$ cat config.mk
export PLATFORM = sky130hd
export DESIGN_NAME = com_rs_flat
export DESIGN_NICKNAME = d
export VERILOG_FILES = /design/src/rtl/com_rs_if.sv /design/src/rtl/com_rs.sv /design/src/flat_wrapper.sv
export SDC_FILE = /design/constraint.sdc
export NUM_CORES = 1
export LEC_CHECK = 0
export CAP_MARGIN = 10
export CELL_PAD_IN_SITES_DETAIL_PLACEMENT = 1
export CELL_PAD_IN_SITES_GLOBAL_PLACEMENT = 1
export CORE_MARGIN = 2
export CORE_UTILIZATION = 40
export CTS_CLUSTER_DIAMETER = 120
export CTS_CLUSTER_SIZE = 40
export DETAILED_ROUTE_END_ITERATION = 16
export DONT_BUFFER_PORTS = 1
export GPL_TIMING_DRIVEN = 1
export PLACE_DENSITY = 0.74
export SLEW_MARGIN = 40
export SYNTH_ARGS = -nofsm -noshare
export SYNTH_HDL_FRONTEND = slang
export SYNTH_SLANG_ARGS = --single-unit
export TNS_END_PERCENT = 50
$ cat constraint.sdc
create_clock -name clk -period 6.4 [get_ports clk]
set_input_delay 1.28 -clock clk [delete_from_list [all_inputs] [get_ports clk]]
set_output_delay 1.28 -clock clk [all_outputs]
set_load 0.1 [all_outputs]
$ cat src/rtl/com_rs_if.sv
// Handshake bundle between the com PHY, the com_rs responder and the application.
interface com_rs_if;
  logic       fs_com_read;
  logic       fd_com_read;
  logic [3:0] btype_in;
  logic       fs_com_send;
  logic       fd_com_send;
  logic [3:0] btype_out;
  logic       fs_read;
  logic       fd_read;
  logic [7:0] dup_cnt;
  logic [7:0] err_cnt;

  // Responder side (com_rs itself)
  modport slave (
    input  fs_com_read, btype_in, fd_com_send, fd_read,
    output fd_com_read, fs_com_send, btype_out, fs_read, dup_cnt, err_cnt
  );

  // Environment side (PHY plus application)
  modport master (
    output fs_com_read, btype_in, fd_com_send, fd_read,
    input  fd_com_read, fs_com_send, btype_out, fs_read, dup_cnt, err_cnt
  );
endinterface

$ cat src/rtl/com_rs.sv
// Responder end of the collector command link: delivers each new command
// exactly once, drops duplicates, and answers every valid frame with a reply
// type that toggles between RX00 and RX01 on each newly accepted command.
module com_rs #(
  parameter logic [3:0]  NUM_LATENCY = 4'h4,
  parameter logic [11:0] TIMEOUT     = 12'h400
) (
  input  logic     clk,
  input  logic     rst,
  com_rs_if.slave  bus
);

  localparam logic [3:0] CMD0     = 4'h5;
  localparam logic [3:0] CMD1     = 4'hA;
  localparam logic [3:0] COM_INIT = 4'h0;
  localparam logic [3:0] RX00     = 4'h2;
  localparam logic [3:0] RX01     = 4'hD;

  typedef enum logic [7:0] {
    MAIN_IDLE  = 8'b0000_0001,
    MAIN_WAIT  = 8'b0000_0010,
    READ_TAKE  = 8'b0000_0100,
    READ_WAIT  = 8'b0000_1000,
    READ_DONE  = 8'b0001_0000,
    REPLY_WORK = 8'b0010_0000,
    SEND_WAIT  = 8'b0100_0000,
    SEND_DONE  = 8'b1000_0000
  } state_t;

  localparam logic [11:0] LAT_LAST = {8'd0, NUM_LATENCY} - 12'd1;
  localparam logic [11:0] TO_LAST  = TIMEOUT - 12'd1;

  state_t      state, state_d;
  logic [11:0] num, num_d;
  logic [3:0]  rx_type;
  logic        last_seq_vld;
  logic        last_seq;
  logic [3:0]  last_rep;
  logic [7:0]  dup_cnt_q, err_cnt_q;

  logic type_valid, in_seq, is_dup, rx_invalid, timeout_hit, err_inc;

  assign type_valid  = (bus.btype_in == CMD0) || (bus.btype_in == CMD1);
  assign in_seq      = (bus.btype_in == CMD1);
  assign is_dup      = last_seq_vld && (in_seq == last_seq);
  // rx_type was captured in READ_TAKE; an invalid type means no reply is sent.
  assign rx_invalid  = (rx_type != CMD0) && (rx_type != CMD1);
  assign timeout_hit = (state == SEND_WAIT) && !bus.fd_com_send && (num >= TO_LAST);
  assign err_inc     = ((state == READ_TAKE) && !type_valid) || timeout_hit;

  // Next-state and wait-counter decode.
  always_comb begin
    // NOTE: every signal gets a default first so no path leaves it unassigned and no latch is inferred.
    state_d = state;
    num_d   = 12'd0;
    case (state)
      MAIN_IDLE:  state_d = MAIN_WAIT;
      MAIN_WAIT:  if (bus.fs_com_read) state_d = READ_TAKE;
      READ_TAKE:  state_d = (!type_valid || is_dup) ? READ_DONE : READ_WAIT;
      READ_WAIT:  if (bus.fd_read) state_d = READ_DONE;
      READ_DONE: begin
        if (!bus.fs_com_read) begin
          if (rx_invalid)               state_d = MAIN_WAIT;
          else if (NUM_LATENCY == 4'd0) state_d = SEND_WAIT;
          else                          state_d = REPLY_WORK;
        end
      end
      REPLY_WORK: begin
        if (num >= LAT_LAST) state_d = SEND_WAIT;
        else                 num_d   = num + 12'd1;
      end
      SEND_WAIT: begin
        if (bus.fd_com_send) state_d = SEND_DONE;
        else if (timeout_hit) state_d = MAIN_WAIT;
        else                  num_d   = num + 12'd1;
      end
      SEND_DONE:  if (!bus.fd_com_send) state_d = MAIN_WAIT;
      default:    state_d = MAIN_IDLE;
    endcase
  end

  // State and wait-counter registers.
  always_ff @(posedge clk or posedge rst) begin
    // NOTE: non-blocking assignments so every register in the design samples pre-edge values.
    if (rst) begin
      state <= MAIN_IDLE;
      num   <= 12'd0;
    end else begin
      state <= state_d;
      num   <= num_d;
    end
  end

  // Frame classification, sequence tracking and reply-type toggling.
  always_ff @(posedge clk or posedge rst) begin
    if (rst) begin
      rx_type      <= COM_INIT;
      last_seq_vld <= 1'b0;
      last_seq     <= 1'b0;
      last_rep     <= COM_INIT;
    end else if (state == READ_TAKE) begin
      rx_type <= bus.btype_in;
      if (type_valid && !is_dup) begin
        last_seq_vld <= 1'b1;
        last_seq     <= in_seq;
        last_rep     <= (last_rep == RX00) ? RX01 : RX00;
      end
    end
  end

  // Saturating duplicate and error counters.
  always_ff @(posedge clk or posedge rst) begin
    if (rst) begin
      dup_cnt_q <= 8'd0;
      err_cnt_q <= 8'd0;
    end else begin
      if ((state == READ_TAKE) && type_valid && is_dup && (dup_cnt_q != 8'hFF))
        dup_cnt_q <= dup_cnt_q + 8'd1;
      if (err_inc && (err_cnt_q != 8'hFF))
        err_cnt_q <= err_cnt_q + 8'd1;
    end
  end

  // Moore handshake outputs; the reply type always shows the last chosen reply.
  assign bus.fs_read     = (state == READ_WAIT);
  assign bus.fd_com_read = (state == READ_DONE);
  assign bus.fs_com_send = (state == SEND_WAIT);
  assign bus.btype_out   = last_rep;
  assign bus.dup_cnt     = dup_cnt_q;
  assign bus.err_cnt     = err_cnt_q;

endmodule

$ cat src/flat_wrapper.sv
// flat-port wrapper written by rule: the top's interface ports become plain ports
module com_rs_flat 
#(
  parameter logic [3:0]  NUM_LATENCY = 4'h4,
  parameter logic [11:0] TIMEOUT     = 12'h400
)
  (clk, rst, bus_fs_com_read, bus_btype_in, bus_fd_com_send, bus_fd_read, bus_fd_com_read, bus_fs_com_send, bus_btype_out, bus_fs_read, bus_dup_cnt, bus_err_cnt);
  com_rs_if bus_i ();
  input  logic clk;
  input  logic rst;
  input wire logic [$bits(bus_i.fs_com_read)-1:0] bus_fs_com_read;
  input wire logic [$bits(bus_i.btype_in)-1:0] bus_btype_in;
  input wire logic [$bits(bus_i.fd_com_send)-1:0] bus_fd_com_send;
  input wire logic [$bits(bus_i.fd_read)-1:0] bus_fd_read;
  output wire logic [$bits(bus_i.fd_com_read)-1:0] bus_fd_com_read;
  output wire logic [$bits(bus_i.fs_com_send)-1:0] bus_fs_com_send;
  output wire logic [$bits(bus_i.btype_out)-1:0] bus_btype_out;
  output wire logic [$bits(bus_i.fs_read)-1:0] bus_fs_read;
  output wire logic [$bits(bus_i.dup_cnt)-1:0] bus_dup_cnt;
  output wire logic [$bits(bus_i.err_cnt)-1:0] bus_err_cnt;
  assign bus_i.fs_com_read = bus_fs_com_read;
  assign bus_i.btype_in = bus_btype_in;
  assign bus_i.fd_com_send = bus_fd_com_send;
  assign bus_i.fd_read = bus_fd_read;
  assign bus_fd_com_read = bus_i.fd_com_read;
  assign bus_fs_com_send = bus_i.fs_com_send;
  assign bus_btype_out = bus_i.btype_out;
  assign bus_fs_read = bus_i.fs_read;
  assign bus_dup_cnt = bus_i.dup_cnt;
  assign bus_err_cnt = bus_i.err_cnt;
  com_rs #(.NUM_LATENCY(NUM_LATENCY), .TIMEOUT(TIMEOUT)) u_core (.clk(clk), .rst(rst), .bus(bus_i));
endmodule
Word-level counts from Yosys, hierarchy flattened --
Index checks and enable logic that the tools add are counted.
Operators by class: add/sub/neg operators 3, $lt $le $gt $ge 2, eq/ne operators 22, multiplexer cells 15, reductions and logical operators 18
Operator list (number):
- one-hot mux 8 bit (8 select lines) | 1
- 2-to-1 mux 8 bit | 7
- 2-to-1 mux 12 bit | 3
- one-hot mux 12 bit (2 select lines) | 1
- adder 8 x 1 -> 8 bit (second input constant) | 2
- inequality test 8 bit (second input constant) | 2
- adder 12 x 1 -> 12 bit (second input constant) | 1
- >= comparator 12 x 10 -> 1 bit (second input constant) | 1
- >= comparator 12 x 2 -> 1 bit (second input constant) | 1
- logical AND 1 bit | 10
- equality test 8 x 1 -> 1 bit (second input constant) | 1
- equality test 8 x 2 -> 1 bit (second input constant) | 1
- equality test 8 x 3 -> 1 bit (second input constant) | 1
- equality test 8 x 4 -> 1 bit (second input constant) | 1
- equality test 8 x 5 -> 1 bit (second input constant) | 1
- equality test 8 x 6 -> 1 bit (second input constant) | 1
- equality test 8 x 7 -> 1 bit (second input constant) | 1
- equality test 8 bit (second input constant) | 1
- inequality test 2 bit (second input constant) | 4
- 2-to-1 mux 6 bit | 1
- AND reduction 6 bit | 1
- 2-to-1 mux 5 bit | 1
- equality test 4 x 2 -> 1 bit (second input constant) | 1
- equality test 4 x 3 -> 1 bit (second input constant) | 1
- other kinds (10) | 14
Word-level totals: flip-flop bits (word level) 46, bits of input ports 9, output and inout bits 23

Longest topological paths before layout --
Gate-level depths: netlist of run 1.
depth after elaboration 6, gate-level depth with buffers 6, mapped depth without buffers 6

Least setup slack after synthesis of run 1 --
No wires, ideal clock.
path type register to output, from register u_core.state[0], to output port bus_fs_read, data arrival time 3.159 ns, required time 5.120 ns, path slack 1.961 ns, stages on the path, launching flop included 4, path buffers 1, cells stage by stage dfstp_2 -> or4_4 -> buf_6 -> nor3_1
Between the ends: word-level cells in the longest chain between the ends 1
Ends and longest elaborated chain:
- start: declaration | RTL line com_rs.sv:33 | state_t state, state_d;
- start signal: assignment | RTL line com_rs.sv:89 | state <= state_d;
- equality test 8 x 4 -> 1 bit | RTL line com_rs.sv:125 | assign bus.fs_read = (state == READ_WAIT);
- end: declaration | RTL line flat_wrapper.sv:18 | output wire logic [$bits(bus_i.fs_read)-1:0] bus_fs_read;
No other way between the ends.

Worst setup path after layout of run 1 --
from register u_core.state[1], to output port bus_fd_com_read
Between the ends: word-level cells in the longest chain between the ends 1
Ends and longest elaborated chain:
- equality test 8 x 5 -> 1 bit | RTL line com_rs.sv:126 | assign bus.fd_com_read = (state == READ_DONE);
- end: declaration | RTL line flat_wrapper.sv:15 | output wire logic [$bits(bus_i.fd_com_read)-1:0] bus_fd_com_read;
No other way between the ends.

==> results of run 1 <==
-- metrics by stage --
stage	std cells	area, µm²	setup slack (ns)	hold slack (ns)
3_3_place_gp	290	2419	3.091	0.4810
2_1_floorplan	219	2313	1.962	0.4549
6_report	298	2537	3.013	0.5078
5_1_grt	298	2537	2.948	0.5239
3_5_place_dp	290	2439	3.349	0.4922
4_1_cts	298	2536	3.008	0.5072
-- flip-flops by register name, indices dropped and copies added (netlist names) --
| name | count |
|---|---|
| u_core.bus.dup_cnt | 8 |
| u_core.bus.err_cnt | 8 |
| u_core.last_seq_vld | 1 |
| u_core.last_seq | 1 |
| u_core.rx_type | 4 |
| u_core.num | 12 |
| u_core.bus.btype_out | 2 |
| u_core.state | 8 |
-- per-layer routing --
layer / share of wire / GRT usage / vias to the layer above / wire length, µm
li1: - / - / 786 / -
met1: 0.49 / 0.2242 / 833 / 2346
met2: 0.45 / 0.2483 / 35 / 2135
met3: 0.043 / 0.04751 / 5 / 204
met4: 0.013 / 0.05593 / 0 / 62
met5: 0 / 0 / - / 0
-- path summary, 6_finish.rpt --
| check | slack (ns) | depth (start not counted) | from | to |
|---|---|---|---|---|
| worst min-delay path | 0.51 | 1 | u_core.num[0] | u_core.num[0] |
| worst max register to register | 3.86 | 5 | u_core.state[1] | u_core.state[5] |
| worst max-delay path | 3.01 | 2 | u_core.state[1] | bus_fd_com_read |
| max in group asynchronous | 5.00 | 2 | rst | u_core.bus.err_cnt[0] |
| min in group asynchronous | 0.99 | 2 | rst | u_core.bus.btype_out[2] |
| worst min register to register | 0.51 | 1 | u_core.num[0] | u_core.num[0] |
-- cells by family after synthesis --
| family | count (synthesis) | share of synthesized area |
|---|---|---|
| and+or+nand+nor | 107 | 0.2806 |
| xor gates and xnor gates | 21 | 0.07963 |
| adders and majority gates | 3 | 0.01625 |
| AOI/OAI and AO/OA | 23 | 0.08776 |
| other | 1 | 0.001624 |
| buffers and inverters | 13 | 0.02816 |
| muxes | 6 | 0.02871 |
| DFF | 44 | 0.4772 |
-- cell type report --
class	count	area share
Clock buffer	6	0.03254
Multi-Input combinational cell	162	0.4541
Timing Repair Buffer	3	0.01578
Tap cell	72	0.03550
Inverter	9	0.01331
Sequential cell	44	0.4428
Clock inverter	2	0.005917
-- report_power, final --
group	switching [mW]	internal, mW	total (mW)
combinational	0.137	0.0682	0.205
clock	0.100	0.0875	0.188
sequential	0.113	0.321	0.434
-- cell usage after synthesis (all sizes together) (3+ instances only) --
cell	instances	share of area
and4bb	3	0.018
xor2	12	0.046
or2	4	0.011
buf	4	0.014
nand3	8	0.017
o31ai	3	0.0098
mux2	5	0.024
nor2b	3	0.0081
nand4	4	0.011
o21ai	6	0.013
nor4	7	0.024
and4	3	0.011
nor2	20	0.036
and3	3	0.0081
dfrtp	43	0.47
xnor2	9	0.034
nand2	26	0.042
nor3	11	0.037
inv	9	0.015
ha	3	0.016
==> impl_results.md, run 1 <==
- Slowest cell on crit path: and4bb_2
- Run status: finished clean
- Die Ht: 79.99 µm
- Most frequent cells in the layout: nand2_1 (26), dfrtp_1 (26), nor2_1 (19), dfrtp_2 (17), xor2_1 (12)
- First-pass GRT wire length: 8073 µm
- Placer Congestion: 0.8028
- Largest net degree at the start of global routing: 45
- Clk sinks: 44
- Cell Area, Synth: 2310 µm²
- Largest stage delay on the critical path: 0.78 ns
- Clock transition at path regs: 0.09 ns
- Post-synth ARST share: 1.000
- Critical path's top delay family: simple AND/OR/NAND/NOR gates
- Die Wd: 79.99 µm
- Clk root buf: clkbuf_8
- Clk_lat worst skew: 0.30 ns
- Yosys warning count: 0
- Antenna Cells: 0
- Register Area: 1124 µm²
- Finish-stage setup viols: 0
- Crit share post-route: 0.5293
- Unique masters post-synth: 57
- Startpoint types: flop
- Top Ports: 32
- Worst Path Max Fanout: 8
- Drt drc: 0
- Min Clock Period, post-route: 3.387 ns
- Post-synth EDFFs: 0
- Final core utilization: 0.4580
- Area grow syn2layout: 9.859%
- Worst hold path type: flop to flop
- # rows: 27
- Max cap viols: 0
- Routed wire length: 4749 µm
- Num CTS Buffers: 5
- Die area: 6398 µm²
- CTS Hold Bufs: 0
- Dpl hpwl: 3539 µm
- Final Hold Fails: 0
- Worst vdd ir: 0.3481 mV
- Worst path bufs/invs: 0
- Nets: 237
- ANT nets after route: 0
- I/O Buffers: 0
- Seq/Total Area, Yosys: 0.4772
- Setup TNS: 0 ns
- Fill count: 625
- Initial drt markers: 60
- Req. time, crit path: 5.12 ns
- Antenna violations before repair: 0
- DR vias: 1659
- CP endpoint kind: primary output
- Mapped Cells: 218
- Total GRT Usage: 0.1640
- DRT Pass-1 Iters: 4
- Setup Skew: 0.007538 ns
- Total grt overflow: 0
- Post-CTS resize count: 0
- Syn Area/Cell: 10.60 µm²
- Actual slew at the worst max-slew pin: 0.8859 ns
- H-tree depth: 2
- Setup CP Type: flop to primary output
- Via-per-instance ratio: 5.567
- Area of the multi-input gates: 1152 µm²
- Power Total: 0.8268 mW
- Critical Path AT: 2.11 ns
- Post-CTS Setup Inserts: 0
- LEAKAGE: 1.042 nW
- Pwr dens: 325.8 nW/µm²
- RSZ-0062 raised after global routing: no
- Number of synthesized register bits: 44
- Slew headroom: 0.4094
- Maximum buffer depth of the clock tree: 2
- Fmax: 0.2952 GHz
- Fin. max-slew vios: 0
- CP cell instances: or4_4 > and4bb_2
- Drt wl/cell: 15.94 µm
- CTS tree: done
- Share of cells above drive strength 1: 0.2434
- Core area: 5540 µm²
- Ys flop type: dfrtp_1
- Initial core utilization: 0.4169
- Vias in the first global route: 1697
Note: power is estimated with default switching activity, not from simulation.
==> run 2, diff against run 1 <==
ABC_AREA = 1   (was default)
PLACE_DENSITY = 0.8   (was 0.74)
clock period = 3.1 ns   (was 6.4 ns; I/O delays follow)
==> run 2 against run 1 <==
Die area increased by 10%. Synthesized cell count increased by 50%. Clock-buffer cell count unchanged. Cell area increased by 13%. Power increased by 140%. Largest cell class unchanged. Highest routed layer unchanged.
==> impl_results.md, run 2 <==
- Min Clock Period, post-route: 2.451 ns
- Worst vdd ir: 0.3677 mV (was 0.3481 mV)
- Ys flop type: dfrtp_1 (unchanged)
- Total grt overflow: 0 (unchanged)
- Drt drc: 0 (unchanged)
- Worst hold path type: input pin to asynchronous set/reset pin (was flop to flop)
- Sw frac: 0.4342 (was 0.4238)
- CTS Hold Bufs: 0 (unchanged)
- ANT nets after route: 0 (unchanged)
- CTS tree: done (unchanged)
- Nets: 360 (was 237)
- Total GRT Usage: 0.1730 (was 0.1640)
- Post-CTS resize count: 0 (unchanged)
- P_sw: 0.8631 mW (was 0.3504 mW)
- Maximum buffer depth of the clock tree: 2 (unchanged)
- Biggest area consumer among synthesized cells: dfrtp_1 (unchanged)
- Die area: 7039 µm² (was 6398 µm²)
- Power Internal: 1.125 mW (was 0.4764 mW)
- Cell Area, Synth: 2554 µm² (was 2310 µm²)
- Seq pwr share: 0.378 (was 0.525)
- Fmax: 0.4080 GHz
- Die Ht: 83.90 µm (was 79.99 µm)
- Clock network power share: 0.236 (was 0.227)
- Placer Congestion: 0.7719 (was 0.8028)
- Post-CTS Setup Inserts: 0 (unchanged)
- Largest family of logic cells by synthesized area: simple AND/OR/NAND/NOR gates (unchanged)
- Initial drt markers: 57 (was 60)
- Share of cells above drive strength 1: 0.2034 (was 0.2434)
- Gate power share: 0.386 (was 0.248)
- RSZ-0062 raised after global routing: no (unchanged)
- Mux cell area share after synthesis: 0.003920 (was 0.02871)
- Setup CP Type: flop to primary output (unchanged)
- Area grow syn2layout: 12.64% (was 9.859%)
- Mapped Cells: 326 (was 218)
- Yosys warning count: 0 (unchanged)
- DR vias: 2091 (was 1659)
- LEAKAGE: 1.391 nW (was 1.042 nW)
- Post-synth EDFFs: 0 (unchanged)
- Top Ports: 32 (unchanged)
- Setup TNS: 0 ns (unchanged)
- Num CTS Buffers: 5 (unchanged)
- Slew headroom: 0.4440 (was 0.4094)
- Largest net degree at the start of global routing: 45 (unchanged)
- Clk_lat worst skew: 0.30 ns (about the same)
- Crit share post-route: 0.7907
- Most common cell after layout, fill and taps aside: nand2_1
- Largest register by flop count: u_core.num (unchanged)
- Post-route design area: 2877 µm² (was 2537 µm²)
- Initial core utilization: 0.4068 (was 0.4169)
- H-tree depth: 2 (unchanged)
- I/O Buffers: 0 (unchanged)
- Unique masters post-synth: 35 (was 57)
- Antenna Cells: 0 (unchanged)
- Xor/xnor share of the synthesized area: 0.05390 (was 0.07963)
- Run status: finished clean (unchanged)
- Most frequent cells in the layout: nand2_1 (90), dfrtp_1 (41), nor2_1 (36), inv_1 (35), nand3_1 (24) (was nand2_1 (26), dfrtp_1 (26), nor2_1 (19), dfrtp_2 (17), xor2_1 (12))
- Most frequent cell after synthesis: nand2_1 (was dfrtp_1)
- Fin. max-slew vios: 0 (unchanged)
- Dpl hpwl: 4365 µm (was 3539 µm)
- Placed cell area: 2755 µm² (was 2439 µm²)
- Drt wl/cell: 13.30 µm (was 15.94 µm)
- Vias in the first global route: 2174 (was 1697)
- DRT Pass-1 Iters: 4 (unchanged)
- Synth Area in Simple Gates: 0.3596 (was 0.2806)
- First-pass GRT wire length: 9908 µm (was 8073 µm)
- Commonest cells in the synthesized netlist: nand2_1 (90), dfrtp_1 (43), nor2_1 (37), inv_1 (36), nand3_1 (24) (was dfrtp_1 (43), nand2_1 (26), nor2_1 (19), xor2_1 (12))
- # rows: 29 (was 27)
- Core area: 6277 µm² (was 5540 µm²)
- Finish-stage setup viols: 0 (unchanged)
- Setup Skew: 0.01058 ns (was 0.007538 ns)
- Clock transition at path regs: 0.09 ns (about the same)
- Clk sinks: 44 (unchanged)
- Max cap viols: 0 (unchanged)
- CP endpoint kind: primary output (unchanged)
- Startpoint types: flop (unchanged)
- Antenna violations before repair: 0 (unchanged)
- Die Wd: 83.90 µm (was 79.99 µm)
- Routed wire length: 5664 µm (was 4749 µm)
- Post-synthesis adder-cell area fraction: 0.01470 (was 0.01625)
- Max reg flops: 12 (unchanged)
- Pwr dens: 691.0 nW/µm² (was 325.8 nW/µm²)
- Compound-gate portion of the synthesized area: 0.05732 (was 0.08776)
- Number of synthesized register bits: 44 (unchanged)
- Clk root buf: clkbuf_8 (unchanged)
- Final Hold Fails: 0 (unchanged)
- Via-per-instance ratio: 4.908 (was 5.567)
- Post-synth ARST share: 1.000 (unchanged)
- Synth top area share: 0.4214 (was 0.4659)
- Syn Area/Cell: 7.833 µm² (was 10.60 µm²)
- Seq/Total Area, Yosys: 0.4317 (was 0.4772)
- Worst Path Max Fanout: 6 (was 8)
- Req. time, crit path: 2.48 ns (was 5.12 ns)
- Synth top area cells: dfrtp_1 (42%), nand2_1 (13%), nor2_1 (5.4%), inv_1 (5.3%), nand3_1 (4.7%) (was dfrtp_1 (47%), xor2_1 (4.6%), nand2_1 (4.2%), xnor2_1 (3.4%), nor2_1 (3.1%))
- Critical Path AT: 1.83 ns (was 2.11 ns)
- Actual slew at the worst max-slew pin: 0.8331 ns (was 0.8859 ns)
[run 2: cell types whose count changed in the layout (fill, tap and decap cells not counted), sizes merged, moves of 4 or more]
| cell | change |
|---|---|
| xor2 | -6 |
| nor2 | +30 |
| o21ai | +14 |
| buf | +17 |
| or2 | -4 |
| nor4 | -6 |
| inv | +31 |
| mux2 | -5 |
| nand3 | +20 |
| nand2 | +73 |
[run 2: per-stage QoR]
stage | power [mW] | hold WS [ns] | worst slack (ns) | utilization | std cells
after global routing | 2.108 | 0.2727 | 0.5041 | 0.4582 | 426
after global placement | 1.500 | 0.4459 | 1.020 | 0.4383 | 418
final | 1.988 | 0.2424 | 0.6487 | 0.4582 | 426
after floorplan | 1.368 | 0.4307 | 0.5182 | - | 327
after detailed placement | 1.534 | 0.4561 | 0.9549 | 0.4389 | 418
after CTS | 2.012 | 0.2493 | 0.6171 | 0.4582 | 426
[run 2: final cells by class]
cell class | count | area (µm²)
flip-flops and latches | 44 | 1105
clock inverters | 2 | 38.79
clock buffers | 6 | 82.58
inverters | 39 | 151.4
well taps | 77 | 96.34
fillers | 786 | 3401
multi-input cells | 239 | 1260
repair buffers | 19 | 142.6
[run 2: logic make-up (layout without fill, tap and decap cells)]
kind of cell	Yosys count	after routing
buffers and inverters	44	66
muxes	1	1
adders and majority gates	3	3
DFF	44	44
xor gates and xnor gates	14	14
other	1	2
AOI/OAI and AO/OA	26	26
and+or+nand+nor	193	193
[run 2: final timing paths]
| check | start | end | slack (ns) | depth (start not counted) |
|---|---|---|---|---|
| max in group asynchronous | rst | u_core.bus.btype_out[1] | 2.46 | 1 |
| min in group clk | bus_btype_in[0] | u_core.rx_type[0] | 0.45 | 2 |
| max reg2reg | u_core.bus.err_cnt[0] | u_core.bus.err_cnt[4] | 1.10 | 9 |
| min reg2reg | u_core.num[0] | u_core.num[0] | 0.47 | 1 |
| max | u_core.state[6] | bus_fs_read | 0.65 | 5 |
| min | rst | u_core.bus.dup_cnt[2] | 0.24 | 1 |
[run 2: power groups by stage]
| stage | sequential [mW] | combinational (mW) | clock [mW] |
|---|---|---|---|
| 2_1_floorplan | 1.02 | 0.352 | 0 |
| 3_3_place_gp | 0.754 | 0.747 | 0 |
| 3_5_place_dp | 0.763 | 0.771 | 0 |
| 4_1_cts | 0.752 | 0.774 | 0.486 |
| 5_1_grt | 0.764 | 0.842 | 0.502 |
| 6_report | 0.752 | 0.767 | 0.468 |
[run 2: worst max-delay path: stages (launching register included)]
cell     delay [ns]
dfrtp_1        0.41
inv_1          0.08
nand2_1        0.09
nor2_2         0.24
nand3_1        0.10
inv_1          0.61
[run 2: metal layers]
| layer | share of wire | track usage | vias to the layer above | wire length [µm] |
|---|---|---|---|---|
| li1 | - | - | 1060 | - |
| met3 | 0.032 | 0.03759 | 8 | 183 |
| met2 | 0.50 | 0.2975 | 28 | 2821 |
| met1 | 0.45 | 0.2175 | 995 | 2575 |
| met4 | 0.015 | 0.05279 | 0 | 83 |
| met5 | 0 | 0 | - | 0 |
==> run 3, diff against run 2 <==
ABC_AREA = 0   (was 1)
PLACE_DENSITY = 0.76   (was 0.8)
clock period = 2.25 ns   (was 3.1 ns; I/O delays follow)
==> run 3 against run 2 <==
Via count is 14% lower. Setup slack worse by 0.68 ns. Power is 27% higher. Clock skew hardly changed. Hold slack worse by 0.082 ns. Largest cell class unchanged. Register-to-register slack worse by 1.0 ns. Combinational power is 29% higher. Die area is 9.1% lower. The run now ends with negative setup slack left. Routed wire length is 3.9% lower. First-iteration DRC count is 7.0% lower. Non-clock buffer count is 17 higher.
==> impl_results.md, run 3 (same netlist as run 1, synthesis figures left out) <==
- Run status: finished with violations (was finished clean)
- Violated checks: negative setup slack
- Setup CP Type: flop to primary output (unchanged)
- RSZ-0062 raised after global routing: yes (was no)
- Setup Skew: 0.01097 ns (was 0.01058 ns)
- Drt wl/cell: 16.44 µm (was 13.30 µm)
- Final core utilization: 0.5124 (was 0.4582)
- Clock transition at path regs: 0.09 ns (about the same)
- Slowest cell on crit path: or4_4 (was inv_1)
- Fmax: 0.4391 GHz
- Top Ports: 32 (unchanged)
- Area of the multi-input gates: 1187 µm² (was 1260 µm²)
- Pwr dens: 888.5 nW/µm² (was 691.0 nW/µm²)
- CTS tree: done (unchanged)
- Crit share post-route: 1.012
- H-tree depth: 2 (unchanged)
- CTS Hold Bufs: 0 (unchanged)
- Max reg flops: 12 (unchanged)
- Maximum buffer depth of the clock tree: 2 (unchanged)
- M1 GR Usage: 0.2475 (was 0.2175)
- Total grt overflow: 0 (unchanged)
- Fin worst setup slack: -0.02728 ns (was 0.6487 ns)
- Met2 usage: 0.2850 (was 0.2975)
- Most frequent cells in the layout: dfrtp_1 (37), buf_4 (32), nand2_1 (26), nor2_1 (19), xor2_1 (12) (was nand2_1 (90), dfrtp_1 (41), nor2_1 (36), inv_1 (35), nand3_1 (24))
- I/O Buffers: 0 (unchanged)
- Startpoint types: flop (unchanged)
- Total GRT Usage: 0.1842 (was 0.1730)
- Antenna violations before repair: 0 (unchanged)
- DR vias: 1803 (was 2091)
- Clk root buf: clkbuf_8 (unchanged)
- Fin. max-slew vios: 0 (unchanged)
- Via-per-instance ratio: 5.447 (was 4.908)
- Final hold slack: 0.1603 ns (was 0.2424 ns)
- Antenna Cells: 0 (unchanged)
- Finish-stage setup viols: 1 (was 0)
- Largest stage delay on the critical path: 0.59 ns (was 0.61 ns)
- Final Hold Fails: 0 (unchanged)
- Placement Setup Slack: 0.07543 ns (was 0.9549 ns)
- Placer Congestion: 0.8077 (was 0.7719)
- Dpl hpwl: 3822 µm (was 4365 µm)
- Slew headroom: 0.6208 (was 0.4440)
- Vias in the first global route: 1876 (was 2174)
- Gr busiest metal: met2 (unchanged)
- Nets: 270 (was 360)
- Drt drc: 0 (unchanged)
- Core area: 5540 µm² (was 6277 µm²)
- CP endpoint kind: primary output (unchanged)
- Initial core utilization: 0.4169 (was 0.4068)
- Share of cells above drive strength 1: 0.3089 (was 0.2034)
- Req. time, crit path: 1.80 ns (was 2.48 ns)
- Routed wire length: 5442 µm (was 5664 µm)
- Largest register by flop count: u_core.num (unchanged)
- Worst Path Max Fanout: 5 (was 6)
- Register Area: 1110 µm² (was 1105 µm²)
- DRT Pass-1 Iters: 4 (unchanged)
- Area grow syn2layout: 22.91% (was 12.64%)
- Clk_lat worst skew: 0.30 ns (about the same)
- First-pass GRT wire length: 9183 µm (was 9908 µm)
- Die Wd: 79.99 µm (was 83.90 µm)
- ANT nets after route: 0 (unchanged)
- Most common cell after layout, fill and taps aside: dfrtp_1 (was nand2_1)
- Worst hold path type: input pin to asynchronous set/reset pin (unchanged)
- # rows: 27 (was 29)
- Clk sinks: 44 (unchanged)
- Initial drt markers: 53 (was 57)
- Met3 Usage GRT: 0.04412 (was 0.03759)
- Min Clock Period, post-route: 2.277 ns
- Fill count: 635 (was 786)
- Largest net degree at the start of global routing: 45 (unchanged)
- CP cell instances: or4_4 > and4bb_4 > buf_12 (was inv_1 > nand2_1 > nor2_2 > nand3_1 > inv_1)
- Worst vdd ir: 0.6419 mV (was 0.3677 mV)
- LEAKAGE: 1.236 nW (was 1.391 nW)
- Die area: 6398 µm² (was 7039 µm²)
- Die Ht: 79.99 µm (was 83.90 µm)
- Actual slew at the worst max-slew pin: 0.5689 ns (was 0.8331 ns)
- Critical Path AT: 1.83 ns (about the same)
- Num CTS Buffers: 5 (unchanged)
- Max cap viols: 0 (unchanged)
## run 3: cell count changes in the layout (fill, tap and decap cells not counted), sizes merged, moves of 14 or more
cell / delta
inv: -31
o21ai: -14
nand2: -73
nand3: -20
buf: +17
nor2: -30
## run 3: cell type report
type,instances,share of cell area
Clock buffer,6,0.02909
Clock inverter,2,0.005289
Inverter,9,0.01190
Multi-Input combinational cell,162,0.4182
Sequential cell,44,0.3909
Tap cell,72,0.03173
Timing Repair Buffer,36,0.1128
## run 3: final timing paths
check,from,to,slack [ns],depth (start not counted)
max in group asynchronous,rst,u_core.bus.dup_cnt[6],1.67,2
setup reg to reg,u_core.state[4],u_core.bus.dup_cnt[3],0.07,5
min in group clk,bus_btype_in[0],u_core.last_seq,0.26,1
hold reg to reg,u_core.num[0],u_core.num[0],0.49,1
setup / recovery,u_core.state[6],bus_fd_com_read,-0.03,3
hold / removal,rst,u_core.bus.btype_out[1],0.16,2
## run 3: routing by layer
metal  vias to the layer above  share of wire
li1                        849              -
met1                       903           0.44
met2                        37           0.48
met3                        14          0.047
met4                         0          0.030
met5                         -              0
## run 3: critical path, delay by kind of cell, from the launching register on
kind	cells	cell delay (ns)
AND/OR/NAND/NOR	2	0.96
flip-flops	1	0.39
buffers and inverters	1	0.18
## run 3: per-stage QoR
step           area [µm²]  setup TNS [ns]  instances  total power [mW]
2_1_floorplan        2331         -0.1915        219             1.754
3_3_place_gp         2666               0        317             1.909
3_5_place_dp         2666               0        317             1.940
4_1_cts              2805        -0.02781        330             2.518
5_1_grt              2839         -0.2889        331             2.654
6_report             2839        -0.02728        331             2.522
## run 3: what timing repair did
item	CTS	global route
pin swaps	2	3
setup buffers	5	1
setup endpoints to repair	2	12
gates resized for setup	1	5
## run 3: power breakdown
part / internal [mW] / total (mW) / switching [mW]
combinational: 0.312 / 0.986 / 0.674
clock: 0.249 / 0.527 / 0.278
sequential: 0.911 / 1.01 / 0.0989
total: 1.47 / 2.52 / 1.05
